### config.mk
export PLATFORM = sky130hd
export DESIGN_NAME = uart_tx_sched
export DESIGN_NICKNAME = d
export VERILOG_FILES = /design/src/rtl/uart_pkg.sv /design/src/rtl/rr_arb2.sv /design/src/rtl/uart_tx_sched.sv
export SDC_FILE = /design/constraint.sdc
export NUM_CORES = 1
export LEC_CHECK = 0
export CAP_MARGIN = 15
export CORE_MARGIN = 5
export CORE_UTILIZATION = 36
export DETAILED_ROUTE_END_ITERATION = 16
export PLACE_DENSITY = 0.77
export SYNTH_ARGS = -nofsm -noshare
export SYNTH_HDL_FRONTEND = slang
export SYNTH_SLANG_ARGS = --single-unit
### constraint.sdc
create_clock -name clk -period 1.6 [get_ports clk]
set_clock_uncertainty 0.15 [all_clocks]
set_input_delay 0.24 -clock clk [delete_from_list [all_inputs] [get_ports clk]]
set_output_delay 0.24 -clock clk [all_outputs]
set_load 0.005 [all_outputs]
### src/rtl/uart_pkg.sv
// Shared definitions for the UART transmit path: drain FSM states and default data width.
package uart_pkg;

  localparam int DBITS_DEFAULT = 8;

  typedef enum logic [1:0] {
    ST_IDLE = 2'd0,
    ST_POP  = 2'd1,
    ST_LOAD = 2'd2,
    ST_WAIT = 2'd3
  } drain_state_e;

endpackage : uart_pkg

### src/rtl/rr_arb2.sv
// Two-requester round-robin arbiter. The grant is combinational; only the
// "last served" pointer is stored, and it moves only when the caller says the
// granted transfer was accepted.
module rr_arb2 (
  input  logic       clk,
  input  logic       reset,
  input  logic [1:0] req,
  input  logic       advance,
  output logic [1:0] grant
);

  // last_q = 1 means requester 1 was served most recently, so requester 0
  // wins the next tie. Resetting to 1 gives req0 the first tie.
  logic last_q;
  logic last_d;

  // Grant decode and pointer next-state.
  // NOTE: every output of an always_comb gets a default first; without it a
  // missed branch would hold its old value and infer a latch.
  always_comb begin
    grant  = 2'b00;
    last_d = last_q;
    case (req)
      2'b01:   grant = 2'b01;
      2'b10:   grant = 2'b10;
      2'b11:   grant = last_q ? 2'b01 : 2'b10;
      default: grant = 2'b00;
    endcase
    if (advance) begin
      last_d = grant[1];
    end
  end

  // Pointer register.
  // NOTE: sequential state uses non-blocking assignments so every flop
  // samples the pre-edge values regardless of statement order.
  always_ff @(posedge clk) begin
    if (reset) begin
      last_q <= 1'b1;
    end else begin
      last_q <= last_d;
    end
  end

endmodule : rr_arb2

### src/rtl/uart_tx_sched.sv
// UART transmit scheduler: round-robin merges two byte producers into the TX
// FIFO and drains the FIFO into the transmitter one byte at a time, covering
// the FIFO's one-cycle registered read and the transmitter's start/done pair.
module uart_tx_sched
  import uart_pkg::*;
#(
  parameter int DBITS = DBITS_DEFAULT,
  parameter int CNT_W = 16
) (
  input  logic             clk,
  input  logic             reset,
  input  logic             enable,
  input  logic             req0_valid,
  input  logic [DBITS-1:0] req0_data,
  output logic             req0_ready,
  input  logic             req1_valid,
  input  logic [DBITS-1:0] req1_data,
  output logic             req1_ready,
  output logic             fifo_wr_en,
  output logic [DBITS-1:0] fifo_wr_data,
  input  logic             fifo_full,
  output logic             fifo_rd_en,
  input  logic [DBITS-1:0] fifo_rd_data,
  input  logic             fifo_empty,
  output logic             tx_start,
  output logic [DBITS-1:0] tx_data,
  input  logic             tx_done_tick,
  output logic             busy,
  output logic [CNT_W-1:0] bytes_sent
);

  // ---------------------------------------------------------------------------
  // Write side: combinational grant, pointer lives in the arbiter.
  // ---------------------------------------------------------------------------
  logic [1:0] grant;

  // A write happens whenever anyone is asking and the FIFO has room; that is
  // exactly the accepted-transfer condition, so it also advances the pointer.
  assign fifo_wr_en = (req0_valid | req1_valid) & ~fifo_full;
  assign req0_ready = grant[0] & ~fifo_full;
  assign req1_ready = grant[1] & ~fifo_full;

  rr_arb2 u_arb (
    .clk     (clk),
    .reset   (reset),
    .req     ({req1_valid, req0_valid}),
    .advance (fifo_wr_en),
    .grant   (grant)
  );

  // Steer the granted producer's byte onto the FIFO write port; zero when idle.
  always_comb begin
    fifo_wr_data = '0;
    if (grant[1]) begin
      fifo_wr_data = req1_data;
    end else if (grant[0]) begin
      fifo_wr_data = req0_data;
    end
  end

  // ---------------------------------------------------------------------------
  // Drain side: IDLE -> POP -> LOAD -> WAIT -> IDLE, all outputs registered.
  // ---------------------------------------------------------------------------
  drain_state_e     state_q;
  logic             rd_en_q;
  logic             busy_q;
  logic             tx_start_q;
  logic [DBITS-1:0] tx_data_q;
  logic [CNT_W-1:0] bytes_sent_q;

  // Drain FSM with its registered outputs. rd_en is raised on entry to POP so
  // it is high for exactly that state; tx_start is raised on the LOAD edge so
  // it covers exactly the first WAIT cycle. enable is only looked at in IDLE,
  // so dropping it never abandons a byte that has already been popped.
  always_ff @(posedge clk) begin
    if (reset) begin
      state_q      <= ST_IDLE;
      rd_en_q      <= 1'b0;
      busy_q       <= 1'b0;
      tx_start_q   <= 1'b0;
      tx_data_q    <= '0;
      bytes_sent_q <= '0;
    end else begin
      rd_en_q    <= 1'b0;
      tx_start_q <= 1'b0;
      case (state_q)
        ST_IDLE: begin
          if (enable && !fifo_empty) begin
            state_q <= ST_POP;
            rd_en_q <= 1'b1;
            busy_q  <= 1'b1;
          end
        end
        ST_POP: begin
          state_q <= ST_LOAD;
        end
        ST_LOAD: begin
          // fifo_rd_data is valid this cycle, one cycle after the read strobe.
          state_q      <= ST_WAIT;
          tx_data_q    <= fifo_rd_data;
          tx_start_q   <= 1'b1;
          bytes_sent_q <= bytes_sent_q + CNT_W'(1);
        end
        ST_WAIT: begin
          // A done tick coincident with tx_start is accepted here as well.
          if (tx_done_tick) begin
            state_q <= ST_IDLE;
            busy_q  <= 1'b0;
          end
        end
        default: begin
          state_q <= ST_IDLE;
          busy_q  <= 1'b0;
        end
      endcase
    end
  end

  assign fifo_rd_en = rd_en_q;
  assign busy       = busy_q;
  assign tx_start   = tx_start_q;
  assign tx_data    = tx_data_q;
  assign bytes_sent = bytes_sent_q;

endmodule : uart_tx_sched

After elaboration in Yosys (flattened, before gate mapping)
Index checks and enable logic that the tools add are counted.
{"block": "classes", "add_sub_neg": 1, "eq_ne": 8, "mux": 12, "n_bitwise": 6, "reduce_logical": 7}
{"operator": "$add 16x1->16 const B", "count": 1}
{"operator": "$mux 8", "count": 2}
{"operator": "$eq 2x2->1 const B", "count": 4}
{"operator": "$pmux 2 s4", "count": 1}
{"operator": "$mux 2", "count": 3}
{"operator": "$pmux 2 s3", "count": 1}
{"operator": "$eq 2x1->1 const B", "count": 2}
{"operator": "$mux 1", "count": 4}
{"operator": "$ne 2x2->1 const B", "count": 2}
{"operator": "$and 1x1->1", "count": 3}
{"operator": "$reduce_and 3->1", "count": 1}
{"operator": "$logic_not 2->1", "count": 1}
{"operator": "$not 1->1", "count": 2}
{"operator": "$pmux 1 s2", "count": 1}
{"operator": "$reduce_and 2->1", "count": 1}
{"operator": "$reduce_bool 2->1", "count": 1}
{"operator": "$reduce_or 2->1", "count": 1}
{"operator": "$logic_and 1x1->1", "count": 1}
{"operator": "$logic_not 1->1", "count": 1}
{"operator": "$or 1x1->1", "count": 1}
{"block": "word_totals", "reg_bits": 30, "input_bits": 32, "out_inout_bits": 38, "wordCells": 41}

Longest topological paths before layout
Gate-level depths: netlist of run 1.
{"block": "depth", "word_depth": 4, "ltp_mapped": 7, "depth_no_buf": 6}

Cells and area by module
From an unflattened synthesis of run 1, not the netlist that was laid out.
{"block": "unflattened", "cells_unflattened": 156, "hier_area_um2": 1442.6}
{"module": "uart_tx_sched", "n_inst": 1, "cells_per_inst": 150, "area_each_um2": 1388.8, "seq_area_each_um2": 580.6}
{"module": "rr_arb2", "n_inst": 1, "cells_per_inst": 6, "area_each_um2": 53.8, "seq_area_each_um2": 20.0}

Worst setup path before layout of run 1
Ideal clock, no wire load.
{"block": "synth_path", "path_type": "register to register", "start": "register state_q[0]", "end": "register bytes_sent_q[7], in the netlist bytes_sent[7]", "setup_time_ns": 0.071, "arrival_ns": 1.376, "required_ns": 1.379, "slack_ns": 0.003, "stages_incl_launch_ff": 7, "n_path_buf": 1, "period_less_slack_ns": 1.597, "cell_sequence": "dfxtp_1 > inv_1 > ha_1 > buf_6 > nand4_1 > or3_2 > a21oi_1"}
{"block": "synth_via", "elab_chain_len": 1}
{"item": "from (decl)", "line": "uart_tx_sched.sv:64", "rtl": "drain_state_e state_q;"}
{"item": "from (signal assigned)", "line": "uart_tx_sched.sv:77", "rtl": "state_q <= ST_IDLE;"}
{"item": "from (signal assigned)", "line": "uart_tx_sched.sv:89", "rtl": "state_q <= ST_POP;"}
{"item": "from (signal assigned)", "line": "uart_tx_sched.sv:95", "rtl": "state_q <= ST_LOAD;"}
{"item": "$eq 2x2->1", "line": "uart_tx_sched.sv:86", "rtl": "case (state_q)"}
{"item": "to (signal assigned)", "line": "uart_tx_sched.sv:102", "rtl": "bytes_sent_q <= bytes_sent_q + CNT_W'(1);"}
{"item": "to (decl)", "line": "uart_tx_sched.sv:69", "rtl": "logic [CNT_W-1:0] bytes_sent_q;"}
Every way passes these cells.
A chain may end at the register's enable or synchronous reset.

Worst setup path after layout of run 1
{"block": "layout_path", "start": "register u_arb.last_q", "end": "output fifo_wr_data[3]"}
{"block": "layout_via", "elab_chain_len": 4}
{"item": "from (decl)", "line": "rr_arb2.sv:14", "rtl": "logic last_q;"}
{"item": "from (signal assigned)", "line": "rr_arb2.sv:41", "rtl": "last_q <= last_d;"}
{"item": "$mux 2 *", "line": "rr_arb2.sv:26", "rtl": "2'b11: grant = last_q ? 2'b01 : 2'b10;"}
{"item": "$pmux 2 s3 *", "line": "rr_arb2.sv:23", "rtl": "case (req)"}
{"item": "$mux 8", "line": "uart_tx_sched.sv:56", "rtl": "end else if (grant[0]) begin"}
{"item": "$mux 8 *", "line": "uart_tx_sched.sv:54", "rtl": "if (grant[1]) begin"}
{"item": "to (decl)", "line": "uart_tx_sched.sv:20", "rtl": "output logic [DBITS-1:0] fifo_wr_data,"}
Mark *: on every way between the ends. The rest lies on a longest branch, timed or not.

==> results of run 1 <==
-- cells by family (layout without fill, tap and decap cells) --
family | Yosys count | count (layout) | share of synthesized area, %
and+or+nand+nor | 63 | 63 | 23.4
DFF | 30 | 30 | 43.0
AOI/OAI and AO/OA | 19 | 19 | 9.86
xor gates and xnor gates | 13 | 13 | 8.15
buffers and inverters | 11 | 105 | 3.94
muxes | 10 | 10 | 7.17
adders and majority gates | 5 | 5 | 4.48
-- per-layer routing --
metal	GRT usage, %	vias to the layer above
met3	3.74	14
met5	0	-
met1	16.2	623
met2	26.6	39
met4	8.14	0
li1	-	704
-- report_power, final --
part | internal, W | switching (W)
registers | 0.000843 | 0.0000607
logic | 0.000484 | 0.000342
clock network | 0.000299 | 0.000253
-- sequential cells by signal, summed over array words and instances (netlist names) --
signal,cells
bytes_sent,16
tx_start,1
u_arb.last_q,1
fifo_rd_en,1
tx_data,8
state_q,2
busy,1
-- what timing repair did --
action	in CTS	in global routing
pin swaps	0	3
gates cloned	0	0
hold endpoints to repair	0	0
setup buffers	4	1
resized for setup	69	17
endpoints found under the setup margin	30	21
-- cell usage after synthesis, types with 3 or more instances --
cell and instances:
dfxtp_1 30, nor2_1 29, mux2i_1 10, xnor2_1 9, a22o_1 8, nand2_1 6, ha_1 5, inv_1 5
nand4_1 5, nor2b_1 5, nor4_1 5, a21oi_1 4, xor2_1 4, clkbuf_1 3, nand2b_1 3, nor3_1 3
o21ai_0 3
-- area by class of cell --
| class | count | area, µm² | area share [%] |
|---|---|---|---|
| Tap cell | 48 | 60.1 | 2.48 |
| Timing Repair Buffer | 93 | 817 | 33.7 |
| Inverter | 5 | 18.8 | 0.775 |
| Multi-Input combinational cell | 110 | 830 | 34.3 |
| Clock buffer | 7 | 76.3 | 3.15 |
| Sequential cell | 30 | 619 | 25.6 |
-- worst paths after layout --
kind | start | end | slack (ps) | cells after the start
worst max register to register | state_q[0] | bytes_sent[10] | 80 | 7
worst max-delay path | u_arb.last_q | fifo_wr_data[3] | -120 | 5
worst min register to register | u_arb.last_q | u_arb.last_q | 340 | 1
worst min-delay path | req0_valid | u_arb.last_q | 160 | 3
-- worst register-to-register path, delay by kind of cell, from the launching register on --
family | cells | cell delay (ps)
AND/OR/NAND/NOR | 3 | 370
flip-flops | 1 | 320
buffers and inverters | 2 | 270
adder cells (fa/ha/maj) | 1 | 160
XOR/XNOR | 1 | 140
-- per-stage QoR --
stage / utilization, % / hold WS (ps) / area (µm²)
after floorplan: - / 237 / 1400
final: 65.2 / 158 / 2420
after CTS: 63.3 / 314 / 2350
after global routing: 65.2 / 169 / 2420
after detailed placement: 60.6 / 331 / 2250
after global placement: 60.6 / 320 / 2250
==> results.md, run 1 <==
- Outcome: finished with violations
- Failing checks: negative setup slack
- WL met3: 203 µm
- Mean post-synth cell area: 9.25 µm²
- Largest net degree at the start of global routing: 14
- CP peak stage delay: 330 ps
- P per Cell Area: 942 nW/µm²
- GP Congestion: 0.757
- Worst slack, placed: -623 ps
- M1 wire length: 1.48 mm
- P_leak: 1.01 nW
- Initial antenna violation count: 0
- Core ar.: 3720 µm²
- Root Buffer: clkbuf_8
- Die H: 72.3 µm
- Final setup violation count: 9
- Arrival time at the worst endpoint: 1330 ps
- Top FF cell, synth: dfxtp_1
- Slowest-stage cell, CP: dfxtp_2
- DRC viols: 0
- First-pass GRT wire length: 6.21 mm
- Most frequent cells in the layout: clkdlybuf4s50_1, nor2_1, buf_4
- Slew Limit Fails: 0
- RSZ-0062 raised after global routing: yes
- Delay-heaviest family, CP: flip-flops
- Number of CTS-inserted buffers: 5
- Share of layout cells above drive strength 1: 28.2%
- Via Count: 1380
- Placed cells: 281
- Synth area leader: dfxtp_1
- Non-filler instance count after layout: 293
- Gate count of the mapped netlist: 151
- H-Tree Depth: 2
- Post-synth EDFFs: 0
- Largest cells by area after synthesis: dfxtp_1, nor2_1, mux2i_1
- Crit Path Class: flip-flop to primary output
- IO buf count: 69
- Worst setup EP type: primary output
- Worst-margin pin slew: 308 ps
- Hold Fails Final Rpt: 0
- Tcrit/Tclk final: 107%
- Clock sink count: 30
- Worst path required time: 1210 ps
- Drt pass-1 iters: 3
- Commonest non-fill, non-tap cell in the layout: clkdlybuf4s50_1
- Die W: 72.3 µm
- Initial Utilization: 37.6%
- DR WL met2: 2.07 mm
- Yosys warnings: 0
- Worst skew pair latency: 280 ps
- Max FO, Critical Path: 3
- Syn_nets: 188
- Die area: 5220 µm²
- Num ports: 70
- Hpwl dp: 2.88 mm
- Setup TNS: -833 ps
- Area growth syn-to-layout: 73.4%
- Maximum vdd drop: 0.714 mV
- GRT Overall Usage: 15.0%
- Buf/Inv on CP: 2
- Vias in the first global route: 1440
- Fill count: 336
- Drt wl/cell: 13.3 µm
- Via-per-instance ratio: 4.71
- FMAX: 583 MHz
- Total wire length: 3.91 mm
- Number of hold buffers added after CTS: 0
- Synthesized area: 1400 µm²
- Total Power: 0.00228 W
- Final net count: 282
- Crit path launch type: flip-flop
- ANT cells: 0
- Reported max-cap violation count: 0
- GR Overflow Total: 0
- Synth top area share: 43.0%
- Worst-path clk slew: 50 ps
- Yosys cell types: 31
- Highest routed metal layer: met4
- Min-delay worst type: input pin to flip-flop
- Initial DRC count: 38
- Minimum clock period: 1720 ps
- Slew headroom: 79.2%
- CTS tree: done
- Yosys reg bits: 30
- Final worst slack: -115 ps
- Antenna-violating nets left: 0
- Post-synth ARST share: 0%
- Sequential fraction of the synthesis area: 43.0%
- Std-Cell Rows: 22
- Cells along the critical path: nand2b_4 -> and2_4 -> buf_6 -> a22o_1 -> buf_2
- Max clock buf depth: 2
(Power assumes the default switching activity.)
==> run 2: changes to the inputs <==
--- a/config.mk
+++ b/config.mk
@@ -9,6 +9,7 @@
 export CORE_MARGIN = 5
 export CORE_UTILIZATION = 36
 export DETAILED_ROUTE_END_ITERATION = 16
+export GPL_ROUTABILITY_DRIVEN = 0
 export PLACE_DENSITY = 0.77
 export SYNTH_ARGS = -nofsm -noshare
 export SYNTH_HDL_FRONTEND = slang
==> results of run 2 <==
The final DEF is identical to that of run 1; final timing and power are the same.
==> run 3: changes to the inputs <==
--- a/config.mk
+++ b/config.mk
@@ -10,7 +10,7 @@
 export CORE_UTILIZATION = 36
 export DETAILED_ROUTE_END_ITERATION = 16
 export GPL_ROUTABILITY_DRIVEN = 0
-export PLACE_DENSITY = 0.77
+export PLACE_DENSITY_LB_ADDON = 0.15
 export SYNTH_ARGS = -nofsm -noshare
 export SYNTH_HDL_FRONTEND = slang
 export SYNTH_SLANG_ARGS = --single-unit
==> run 3 against run 2 <==
The run still ends with negative setup slack left. Sequential cell count did not move. Via count grew 2.9%. Non-clock buffer count rose by 1. Clock power rose by 12%. Worst hold slack better by 190 ps. Count of clock-buffer cells in the layout is the same. Sequential share of layout area decreased by 0.20 points. Setup slack got worse by 22 ps. Cell count increased by 0.68%. Total power grew 4.2%. Largest cell class is now non-clock buffers. Wire length grew 5.3%. Critical path depth grew 1.
==> results.md, run 3 (synthesis gave the netlist of run 1 again) <==
- GRT Overall Usage: 15.8%
- Hold_ws: 347 ps
- Hold Fails Final Rpt: 0
- CP dominant cell by count: buf_6
- Number of flip-flops under the largest register name: 16
- Slowest-stage cell, CP: dfxtp_2
- Area growth syn-to-layout: 78.3%
- Largest net degree at the start of global routing: 17
- IO buf count: 69
- Crit path launch type: flip-flop
- Total wire length: 4.11 mm
- Number of hold buffers added after CTS: 0
- Buf/Inv on CP: 4
- Die W: 72.3 µm
- Number of CTS-inserted buffers: 5
- Arrival time at the worst endpoint: 1350 ps
- Hpwl dp: 2.99 mm
- Slew Limit Fails: 0
- Final worst slack: -137 ps
- Worst skew pair latency: 280 ps
- Delay-heaviest family, CP: buffers and inverters
- Clock sink count: 30
- Initial Utilization: 37.6%
- Max clock buf depth: 2
- Worst-margin pin slew: 368 ps
- Outcome: finished with violations
- H-Tree Depth: 2
- ANT cells: 0
- Slew headroom: 75.3%
- Drt wl/cell: 13.9 µm
- Worst-path clk slew: 60 ps
- Setup TNS: -856 ps
- Crit Path Class: flip-flop to primary output
- Tcrit/Tclk final: 109%
- Max FO, Critical Path: 3
- Initial antenna violation count: 0
- Num ports: 70
- Die H: 72.3 µm
- CTS tree: done
- Commonest non-fill, non-tap cell in the layout: clkdlybuf4s50_1
- Vias in the first global route: 1492
- Via Count: 1420
- Final setup violation count: 10
- Reported max-cap violation count: 0
- Failing checks: negative setup slack
- Core ar.: 3720 µm²
- Worst path required time: 1210 ps
- Root Buffer: clkbuf_8
- Std-Cell Rows: 22
- Via-per-instance ratio: 4.81
- Share of layout cells above drive strength 1: 30.4%
- P_leak: 1.05 nW
- Cells along the critical path: buf_6 -> a21boi_4 -> buf_6 -> buf_6 -> a22o_1 -> buf_2
- Most frequent cells in the layout: clkdlybuf4s50_1, nor2_1, buf_4
- Min-delay worst type: flip-flop to flip-flop
- Initial DRC count: 34
- First-pass GRT wire length: 6.40 mm
- GR Overflow Total: 0
- CP peak stage delay: 320 ps
- Final net count: 283
- Maximum vdd drop: 0.423 mV
- FMAX: 576 MHz
- Antenna-violating nets left: 0
- Die area: 5220 µm²
- RSZ-0062 raised after global routing: yes
- Minimum clock period: 1740 ps
- DRC viols: 0
- Worst setup EP type: primary output
- Drt pass-1 iters: 4
- P per Cell Area: 955 nW/µm²
## run 3: power by group
| group | switching [W] | internal [W] | total [W] |
|---|---|---|---|
| clock | 0.000272 | 0.000346 | 0.000618 |
| sequential | 0.0000586 | 0.000845 | 0.000904 |
| combinational | 0.000356 | 0.000500 | 0.000856 |
| total | 0.000687 | 0.00169 | 0.00238 |
## run 3: metrics by stage
| stage | utilization, % | total power (W) | instances | cell area [µm²] | setup slack, ps |
|---|---|---|---|---|---|
| 3_3_place_gp | 60.2 | 0.00170 | 279 | 2240 | -521 |
| 5_1_grt | 67.0 | 0.00253 | 295 | 2490 | -186 |
| 3_5_place_dp | 60.2 | 0.00173 | 279 | 2240 | -585 |
| 6_report | 67.0 | 0.00238 | 295 | 2490 | -137 |
| 4_1_cts | 64.3 | 0.00236 | 295 | 2390 | -148 |
| 2_1_floorplan | - | 0.00132 | 151 | 1400 | 3.23 |
## run 3: timing repair
item | 4_1_cts | 5_1_grt
gates cloned | 1 | 0
endpoints found under the setup margin | 27 | 28
gates resized for setup | 75 | 25
pin swaps | 8 | 3
buffers inserted | 7 | 0
## run 3: final cells by class
cell class,instances,area (µm²)
clock inverter,1,5.00
tap,48,60.1
timing repair buffer,94,857
multi-input combinational,110,831
inverter,5,18.8
clock buffer,7,86.3
sequential,30,632
fill,290,1230
## run 3: worst min-delay path: stages (launching register included)
cell and delay [ps]:
dfxtp_1 330, mux2i_1 60, nor2_1 70
## run 3: routing by layer
layer / part of all wire (%) / track usage [%]
met3: 9.6 / 7.20
met1: 38 / 15.4
met4: 1.8 / 6.89
met5: 0 / 0
met2: 51 / 28.4
## run 3: final timing paths
path,from,end,slack (ps),cells after the start
max,u_arb.last_q,fifo_wr_data[4],-140,6
max reg2reg,state_q[0],bytes_sent[13],40,6
min reg2reg,tx_data[2],tx_data[2],350,2
min,tx_data[2],tx_data[2],350,2
